==> src/rtl/addsub_sequencer_if.sv <==
// -----------------------------------------------------------------------------
// addsub_sequencer_if
//
// Handshake and data bundle for addsub_sequencer.
//   master : operand source and result consumer side.
//   slave  : the sequencer itself.
//
// Signals:
//   in_valid  (master->slave) operand request
//   in_ready  (slave->master) sequencer idle, will accept on next edge
//   a, b      (master->slave) WIDTH-bit operands, captured on accept
//   op        (master->slave) 0 = A+B, 1 = A-B
//   out_ready (master->slave) consumer takes the result
//   out_valid (slave->master) result valid
//   s         (slave->master) WIDTH-bit result
//   c         (slave->master) carry out of the MSB (subtract: 1 = no borrow)
//   ovf       (slave->master) signed overflow
//   busy      (slave->master) operation in flight or result pending
//   abort     (master->slave) only when ADDSUB_SEQ_ABORT_EN is defined
// -----------------------------------------------------------------------------
interface addsub_sequencer_if #(
  parameter int WIDTH = 16
);
  logic             in_valid;
  logic             in_ready;
  logic [WIDTH-1:0] a;
  logic [WIDTH-1:0] b;
  logic             op;
  logic             out_valid;
  logic             out_ready;
  logic [WIDTH-1:0] s;
  logic             c;
  logic             ovf;
  logic             busy;

`ifdef ADDSUB_SEQ_ABORT_EN
  logic             abort;

  modport master (
    output in_valid, a, b, op, out_ready, abort,
    input  in_ready, out_valid, s, c, ovf, busy
  );

  modport slave (
    input  in_valid, a, b, op, out_ready, abort,
    output in_ready, out_valid, s, c, ovf, busy
  );
`else
  modport master (
    output in_valid, a, b, op, out_ready,
    input  in_ready, out_valid, s, c, ovf, busy
  );

  modport slave (
    input  in_valid, a, b, op, out_ready,
    output in_ready, out_valid, s, c, ovf, busy
  );
`endif
endinterface

==> src/rtl/addsub_sequencer.sv <==
// -----------------------------------------------------------------------------
// addsub_sequencer
//
// Computes a WIDTH-bit add or subtract using a single 4-bit ripple-carry
// adder-subtractor slice, one nibble per cycle, LSB nibble first. A registered
// carry links successive nibbles. Operands arrive over a valid/ready handshake
// and the result is held until the consumer accepts it.
//
// Latency from accept to out_valid is WIDTH/4 cycles; minimum issue interval
// is WIDTH/4 + 2 cycles.
//
// Ports:
//   clk  : rising-edge clock
//   rst  : asynchronous, active-high reset
//   bus  : addsub_sequencer_if.slave (handshake, operands, result, status)
//
// Build option:
//   ADDSUB_SEQ_ABORT_EN : adds bus.abort; abort in RUN or DONE returns to IDLE
//                         without raising out_valid, leaving s/c/ovf partial.
// -----------------------------------------------------------------------------
module addsub_sequencer #(
  parameter int WIDTH = 16
) (
  input  logic                clk,
  input  logic                rst,
  addsub_sequencer_if.slave   bus
);

  localparam int               N     = WIDTH / 4;
  localparam int               IDX_W = (N > 1) ? $clog2(N) : 1;
  localparam logic [IDX_W-1:0] LAST  = IDX_W'(N - 1);

  if ((WIDTH % 4) != 0 || WIDTH < 8) begin : g_bad_width
    $error("addsub_sequencer: WIDTH must be a multiple of 4 and at least 8");
  end

  typedef enum logic [1:0] {
    IDLE = 2'd0,
    RUN  = 2'd1,
    DONE = 2'd2
  } state_e;

  // 4-bit ripple slice. Result layout: [5] carry into bit 3, [4] carry out,
  // [3:0] sum. The carry into bit 3 is needed for the signed-overflow flag.
  function automatic logic [5:0] slice4(input logic [3:0] x,
                                        input logic [3:0] y,
                                        input logic       cin);
    logic [4:0] cy;
    logic [3:0] sm;
    cy[0] = cin;
    for (int i = 0; i < 4; i++) begin
      sm[i]    = x[i] ^ y[i] ^ cy[i];
      cy[i+1]  = (x[i] & y[i]) | (x[i] & cy[i]) | (y[i] & cy[i]);
    end
    return {cy[3], cy[4], sm};
  endfunction

  state_e           state_q, state_d;
  logic [IDX_W-1:0] idx_q, idx_d;
  logic             carry_q, carry_d;
  logic [WIDTH-1:0] s_q, s_d;
  logic             c_q, c_d;
  logic             ovf_q, ovf_d;

  // Captured operands; only meaningful after an accept, so left unreset.
  logic [WIDTH-1:0] a_q, b_q;
  logic             op_q;
  logic             load;

  logic [3:0]       a_nib, b_nib;
  logic [5:0]       slice_res;
  logic             slice_c3, slice_cout;
  logic [3:0]       slice_sum;
  logic             abort_hit;

`ifdef ADDSUB_SEQ_ABORT_EN
  assign abort_hit = bus.abort;
`else
  assign abort_hit = 1'b0;
`endif

  // Nibble select for the current index.
  always_comb begin
    a_nib = 4'h0;
    b_nib = 4'h0;
    for (int k = 0; k < N; k++) begin
      if (idx_q == IDX_W'(k)) begin
        a_nib = a_q[4*k +: 4];
        b_nib = b_q[4*k +: 4];
      end
    end
  end

  // Subtract is A + ~B + 1: the +1 enters as the initial carry loaded on accept.
  assign slice_res = slice4(a_nib, b_nib ^ {4{op_q}}, carry_q);
  assign {slice_c3, slice_cout, slice_sum} = slice_res;

  always_comb begin
    state_d = state_q;
    idx_d   = idx_q;
    carry_d = carry_q;
    s_d     = s_q;
    c_d     = c_q;
    ovf_d   = ovf_q;
    load    = 1'b0;

    case (state_q)
      IDLE: begin
        if (bus.in_valid) begin
          load    = 1'b1;
          carry_d = bus.op;
          idx_d   = '0;
          state_d = RUN;
        end
      end

      RUN: begin
        if (abort_hit) begin
          // Partial result is left as-is; no nibble is written this cycle.
          state_d = IDLE;
        end else begin
          for (int k = 0; k < N; k++) begin
            if (idx_q == IDX_W'(k)) begin
              s_d[4*k +: 4] = slice_sum;
            end
          end
          carry_d = slice_cout;
          idx_d   = idx_q + IDX_W'(1);
          if (idx_q == LAST) begin
            c_d     = slice_cout;
            ovf_d   = slice_cout ^ slice_c3;
            idx_d   = '0;
            state_d = DONE;
          end
        end
      end

      DONE: begin
        if (abort_hit || bus.out_ready) begin
          state_d = IDLE;
        end
      end

      default: begin
        state_d = IDLE;
      end
    endcase
  end

  always_ff @(posedge clk or posedge rst) begin
    if (rst) begin
      state_q <= IDLE;
      idx_q   <= '0;
      carry_q <= 1'b0;
      s_q     <= '0;
      c_q     <= 1'b0;
      ovf_q   <= 1'b0;
    end else begin
      state_q <= state_d;
      idx_q   <= idx_d;
      carry_q <= carry_d;
      s_q     <= s_d;
      c_q     <= c_d;
      ovf_q   <= ovf_d;
    end
  end

  always_ff @(posedge clk) begin
    if (load) begin
      a_q  <= bus.a;
      b_q  <= bus.b;
      op_q <= bus.op;
    end
  end

  // Handshake outputs decode state only, so no comb path from in_valid/out_ready.
  assign bus.in_ready  = (state_q == IDLE);
  assign bus.out_valid = (state_q == DONE);
  assign bus.busy      = (state_q != IDLE);
  assign bus.s         = s_q;
  assign bus.c         = c_q;
  assign bus.ovf       = ovf_q;

endmodule

==> src/flat_wrapper.sv <==
// flat-port wrapper written by rule: the top's interface ports become plain ports
module addsub_sequencer_flat 
#(
  parameter int WIDTH = 16
)
  (clk, rst, bus_in_valid, bus_a, bus_b, bus_op, bus_out_ready, bus_in_ready, bus_out_valid, bus_s, bus_c, bus_ovf, bus_busy);
  addsub_sequencer_if #(.WIDTH(WIDTH)) bus_i ();
  input  logic clk;
  input  logic rst;
  input wire logic [$bits(bus_i.in_valid)-1:0] bus_in_valid;
  input wire logic [$bits(bus_i.a)-1:0] bus_a;
  input wire logic [$bits(bus_i.b)-1:0] bus_b;
  input wire logic [$bits(bus_i.op)-1:0] bus_op;
  input wire logic [$bits(bus_i.out_ready)-1:0] bus_out_ready;
  output wire logic [$bits(bus_i.in_ready)-1:0] bus_in_ready;
  output wire logic [$bits(bus_i.out_valid)-1:0] bus_out_valid;
  output wire logic [$bits(bus_i.s)-1:0] bus_s;
  output wire logic [$bits(bus_i.c)-1:0] bus_c;
  output wire logic [$bits(bus_i.ovf)-1:0] bus_ovf;
  output wire logic [$bits(bus_i.busy)-1:0] bus_busy;
  assign bus_i.in_valid = bus_in_valid;
  assign bus_i.a = bus_a;
  assign bus_i.b = bus_b;
  assign bus_i.op = bus_op;
  assign bus_i.out_ready = bus_out_ready;
  assign bus_in_ready = bus_i.in_ready;
  assign bus_out_valid = bus_i.out_valid;
  assign bus_s = bus_i.s;
  assign bus_c = bus_i.c;
  assign bus_ovf = bus_i.ovf;
  assign bus_busy = bus_i.busy;
  addsub_sequencer #(.WIDTH(WIDTH)) u_core (.clk(clk), .rst(rst), .bus(bus_i));
endmodule
==> config.mk <==
export PLATFORM = sky130hd
export DESIGN_NAME = addsub_sequencer_flat
export DESIGN_NICKNAME = d
export VERILOG_FILES = /design/src/rtl/addsub_sequencer_if.sv /design/src/rtl/addsub_sequencer.sv /design/src/flat_wrapper.sv
export SDC_FILE = /design/constraint.sdc
export NUM_CORES = 1
export LEC_CHECK = 0
export CAP_MARGIN = 25
export CORE_MARGIN = 2
export CORE_UTILIZATION = 38
export CTS_CLUSTER_SIZE = 16
export DETAILED_ROUTE_END_ITERATION = 16
export PLACE_DENSITY_LB_ADDON = 0.05
export SYNTH_ARGS = -nofsm -noshare
export SYNTH_HDL_FRONTEND = slang
export SYNTH_SLANG_ARGS = --single-unit
==> constraint.sdc <==
create_clock -name clk -period 4.1 [get_ports clk]
set_input_delay 0.41 -clock clk [delete_from_list [all_inputs] [get_ports clk]]
set_output_delay 0.41 -clock clk [all_outputs]
set_load 0.03 [all_outputs]
======== Word level (Yosys, flattened, before mapping) ========
Cells that the tools add are included.
storage, ports and cells
  bits in registers ....................... 56
  bits of input ports ..................... 37
  output and inout bits ................... 21
  word-level logic and storage cells ...... 80
cells by class
  add/sub/neg operators ................... 1
  equal/unequal tests ..................... 8
  mux-type cells .......................... 19
  bitwise gates (word level) .............. 30
  reductions and logical operators ........ 10
operators with widths
  cell                   count
  $mux W4                8
  $and A1 B1 Y1          12
  $mux W2                5
  $reduce_and A2 Y1      5
  $xor A1 B1 Y1          9
  $or A1 B1 Y1           8
  $eq A2 B2 Y1 const B   3
  $pmux W2 S3            1
  $eq A2 B1 Y1 const B   2
  $logic_not A2 Y1       2
  $ne A2 B2 Y1 const B   2
  $pmux W2 S2            1
  $reduce_bool A2 Y1     2
  $xor A4 B4 Y4          1
  $mux W1                3
  $reduce_and A3 Y1      1
  $add A2 B1 Y2 const B  1
  $ne A2 B1 Y1 const B   1
  $pmux W1 S2            1

======== Logic depth before layout (Yosys ltp) ========
  word-level depth ........................ 19
  gate-level depth with buffers ........... 14
  mapped depth without buffers ............ 13

======== Worst setup path after synthesis ========
Ideal clock, no wire load.
  kind .................................... flip-flop to flip-flop
  start point ............................. reg u_core.idx_q[1]
  end point ............................... reg u_core.s_q[11], in the netlist u_core.bus.s[11]
  library setup time ...................... 0.125 ns
  arrival time ............................ 3.263 ns
  data required time ...................... 3.975 ns
  setup slack ............................. 0.712 ns
  cell stages (with the launch flop) ...... 14
  buffers on the path ..................... 1
  period minus slack after synthesis ...... 3.388 ns
  path through ............................ dfrtp_1 inv_1 ha_1 buf_2 nand2_1 o211ai_1 o221ai_1 xor2_1 fa_1 fa_1 fa_1 inv_1 fa_1 mux2_2
on the way
  cells in the longest elaborated chain, start to end .. 16
  elaborated cells on any way between the ends .. 31
  classes of those cells .................. 3 x eq/ne; 8 x mux; 18 x bitwise; 2 x reduce/logical
ends and longest elaborated chain
  item                        line                     RTL
  from (decl)                 addsub_sequencer.sv:59   logic [IDX_W-1:0] idx_q, idx_d;
  from (signal assigned)      addsub_sequencer.sv:160  idx_q <= idx_d;
  $logic_not A2 Y1            addsub_sequencer.sv:87   if (idx_q == IDX_W'(k)) begin
  $mux W4 (4 in series)       addsub_sequencer.sv:87
  $xor A4 B4 Y4               addsub_sequencer.sv:95   assign slice_res = slice4(a_nib, b_nib ^ {4{op_q}}, carry_q);
  $and A1 B1 Y1               addsub_sequencer.sv:53   cy[i+1] = (x[i] & y[i]) | (x[i] & cy[i]) | (y[i] & cy[i]);
  $or A1 B1 Y1 (2 in series)  addsub_sequencer.sv:53
  $and A1 B1 Y1               addsub_sequencer.sv:53
  $or A1 B1 Y1 (2 in series)  addsub_sequencer.sv:53
  $and A1 B1 Y1               addsub_sequencer.sv:53
  $or A1 B1 Y1 (2 in series)  addsub_sequencer.sv:53
  $xor A1 B1 Y1 (*)           addsub_sequencer.sv:52   sm[i] = x[i] ^ y[i] ^ cy[i];
  net u_core.slice_res[3]     addsub_sequencer.sv:71   logic [5:0] slice_res;
  to (signal assigned)        addsub_sequencer.sv:155  s_q <= '0;
  to (signal assigned)        addsub_sequencer.sv:162  s_q <= s_d;
  to (decl)                   addsub_sequencer.sv:61   logic [WIDTH-1:0] s_q, s_d;
Mark *: on every way through the listed nets, which the timed path passes. The rest lies on a longest branch.
A chain may end at the register's enable or synchronous reset.

======== Worst setup path in the final report ========
  start point ............................. reg u_core.idx_q[1]
  end point ............................... reg u_core.s_q[3], in the netlist u_core.bus.s[3]
Same word-level chain as after synthesis.

==> reports/metrics.cfg <==
[outcome]
status = completed

[pwr]
p_leak_nw = 1.16
power.density_nw_per_um2 = 847
irDropWorstVdd_mv = 0.416

[worst_setup_path]
worst-r2r-cell-count = 12
end_kind = flop
rr_endpoint = u_core.bus.s[3]$_DFFE_PP0P_
r2r_slack_ns = 0.35
rr_startpoint = u_core.idx_q[1]$_DFFE_PP0P_
required_ns = 4.29
crit_start = u_core.idx_q[1]$_DFFE_PP0P_
cp.arrival_ns = 3.94
worstSetupEndpoint = u_core.bus.s[3]$_DFFE_PP0P_
critPathLaunchType = flop
cp_max_fo = 15
worstSetupPathType = reg -> reg

[clock_tree]
post_cts_buffers = 0
clk_pin_slew_worst_paths_ns = 0.09
htreeDepth = 2
cts_sinks = 56
cts_hold_buffers = 0
clockBufferDepth = 2
cts_tree = done
clock_latency_ns = 0.30
cts_root_buf = clkbuf_8
ctsResizeCount = 0
cts_made_buffers = 5

[detailed_routing]
drt-initial-drc-count = 53
drt-total-wl_um = 4480
drc_errors = 0
firstDrtPassIters = 4
ant_nets = 0
post_drt_wl_per_cell_um = 14.6
num_vias = 1492
via_per_inst = 4.86

[logic_synthesis]
seq_area_frac_synth_pct = 68.2
synth_fa_ha_area_share_pct = 5.67
synthMuxAreaShare_pct = 2.62
synthCells = 170
synth-xor-area-share_pct = 1.91
ys_types = 28
synth-simple-area-share_pct = 7.85
synth_top_family_by_area = compound AO/OA/AOI/OAI gates
postSynthAreaPerCell_um2 = 13.5
synth-compound-area-share_pct = 11.0
yosysWarningCount = 0
syn-cell-area_um2 = 2300
ys_ff_latch = 56
synth_fp_nets = 215

[run]
maxCapViolCount = 0

[global_routing]
gr-total-overflow = 0
antenna_found_initial = 0
grt_usage_pct = 14.6
grt_pass1_wl_um = 7110
grt_pass1_vias = 1499
grt_start_max_net_pins = 34

[place]
io_buffers = 57
place_ws_ns = 0.413
dp.cells = 299
globalplace.congestion = 0.777
hpwl_um = 3490

[floorplan]
start_util_pct = 39.0
die_h_um = 81.7
num_rows = 28
core_um2 = 5890
die_x_um = 81.7
die_area_um2 = 6680
io_pins = 58

[sta]
finalSetupTns_ns = 0
worst_pin_slew_ns = 0.871
fin_crit_ns = 3.75
fin_worst_skew_ns = 0.00612
final_max_slew_viol_count = 0
relSlewSlack_pct = 41.9
setup_viol_count_final = 0
rsz0062_at_grt = no
hold_violations = 0
setup_slack_ns = 0.355
fmax_ghz = 0.267
finalCritPeriodShare_pct = 91.3

[final_layout]
layout_common_cells = clkdlybuf4s50_1, edfxtp_1, nand2_1, dfrtp_1, o21ai_0
final_common_cell = clkdlybuf4s50_1
areaGrowthSynthToFinish_pct = 31.8
stdcell_count = 307
finalNetCount = 276
num_antenna_cells = 0
layout-drive-gt1-share_pct = 6.03

[hold_path]
worstHoldPathType = reg -> reg

-- stage by stage --
stage	hold WS, ns	instance area [um2]	power (W)	util, %
after global placement	0.460	2940	0.00227	50.0
after detailed placement	0.471	2940	0.00231	50.0
after global routing	0.511	3030	0.00275	51.4
final	0.488	3030	0.00256	51.4
after floorplan	0.412	2300	0.00179	-
after CTS	0.493	3030	0.00260	51.4
-- cell usage after synthesis --
library cell / n / share of area (%)
a21oi_1: 7 / 1.5
a221oi_1: 2 / 0.76
a22o_1: 1 / 0.38
a22oi_1: 4 / 1.3
and2_1: 1 / 0.27
and2b_2: 1 / 0.38
buf_2: 3 / 0.65
buf_6: 1 / 0.49
dfrtp_1: 23 / 25
edfxtp_1: 33 / 43
fa_1: 4 / 3.5
ha_1: 4 / 2.2
inv_1: 10 / 1.6
mux2_2: 4 / 2.0
mux2_4: 1 / 0.65
nand2_1: 29 / 4.7
nand2b_1: 2 / 0.54
nor2_1: 2 / 0.33
nor2b_1: 4 / 1.1
nor3_1: 1 / 0.22
o211ai_1: 3 / 0.98
o21ai_0: 18 / 3.9
o21bai_1: 1 / 0.33
o221ai_1: 3 / 1.1
o22ai_1: 1 / 0.27
o31ai_1: 1 / 0.33
or2_2: 1 / 0.27
xor2_1: 5 / 1.9
-- registers in the layout (all words and copies together), names as in the netlist --
signal          flops
u_core.idx_q        2
u_core.bus.s       16
u_core.bus.c        1
u_core.op_q         1
u_core.a_q         16
u_core.b_q         16
u_core.state_q      2
u_core.carry_q      1
u_core.bus.ovf      1
-- where the power goes --
group	total (W)	switching [W]	internal, W
combinational	0.00138	0.000813	0.000571
sequential	0.000891	0.0000945	0.000796
clock	0.000286	0.000167	0.000119
total	0.00256	0.00108	0.00149
-- worst max-delay path: stages, from the launching register on --
cell and delay, ns:
dfrtp_1 0.41, inv_1 0.08, ha_1 0.34, nor2b_1 0.26, a221oi_1 0.12, nor3_1 0.22
a21oi_1 0.09, fa_1 0.46, fa_1 0.39, fa_1 0.42, inv_1 0.09, fa_1 0.46
mux2_2 0.29
-- routing by layer --
metal	global-route usage, %	share of wire (%)
met2	23.9	51
met4	6.50	2.3
met5	0	0
met3	4.29	5.0
met1	17.9	42
-- cell families (layout without fill, tap and decap cells) --
group	after synthesis	count (layout)
compound gates	41	41
buf+inv	14	76
flops	56	56
fa+ha+maj	8	8
simple gates	41	41
mux	5	5
xor+xnor	5	5
-- worst min path at each step --
stage / start / end / slack [ns] / cells after the start
finish: u_core.bus.s[14]$_DFFE_PP0P_ / u_core.bus.s[14]$_DFFE_PP0P_ / 0.49 / 2
global route: u_core.bus.ovf$_DFFE_PP0P_ / u_core.bus.ovf$_DFFE_PP0P_ / 0.51 / 2
CTS: u_core.bus.ovf$_DFFE_PP0P_ / u_core.bus.ovf$_DFFE_PP0P_ / 0.49 / 2
detailed placement: u_core.bus.ovf$_DFFE_PP0P_ / u_core.bus.ovf$_DFFE_PP0P_ / 0.47 / 2
global placement: u_core.bus.s[6]$_DFFE_PP0P_ / u_core.bus.s[6]$_DFFE_PP0P_ / 0.46 / 2
floorplan: rst / u_core.bus.c$_DFFE_PP0P_ / 0.41 / 1
-- layout make-up --
class	count	area [um2]
Clock buffer	6	72.6
Clock inverter	2	11.3
Fill cell	536	2860
Inverter	10	37.5
Multi-Input combinational cell	100	666
Sequential cell	56	1570
Tap cell	75	93.8
Timing Repair Buffer	58	578
No activity file was read; power rests on OpenSTA's default activity.
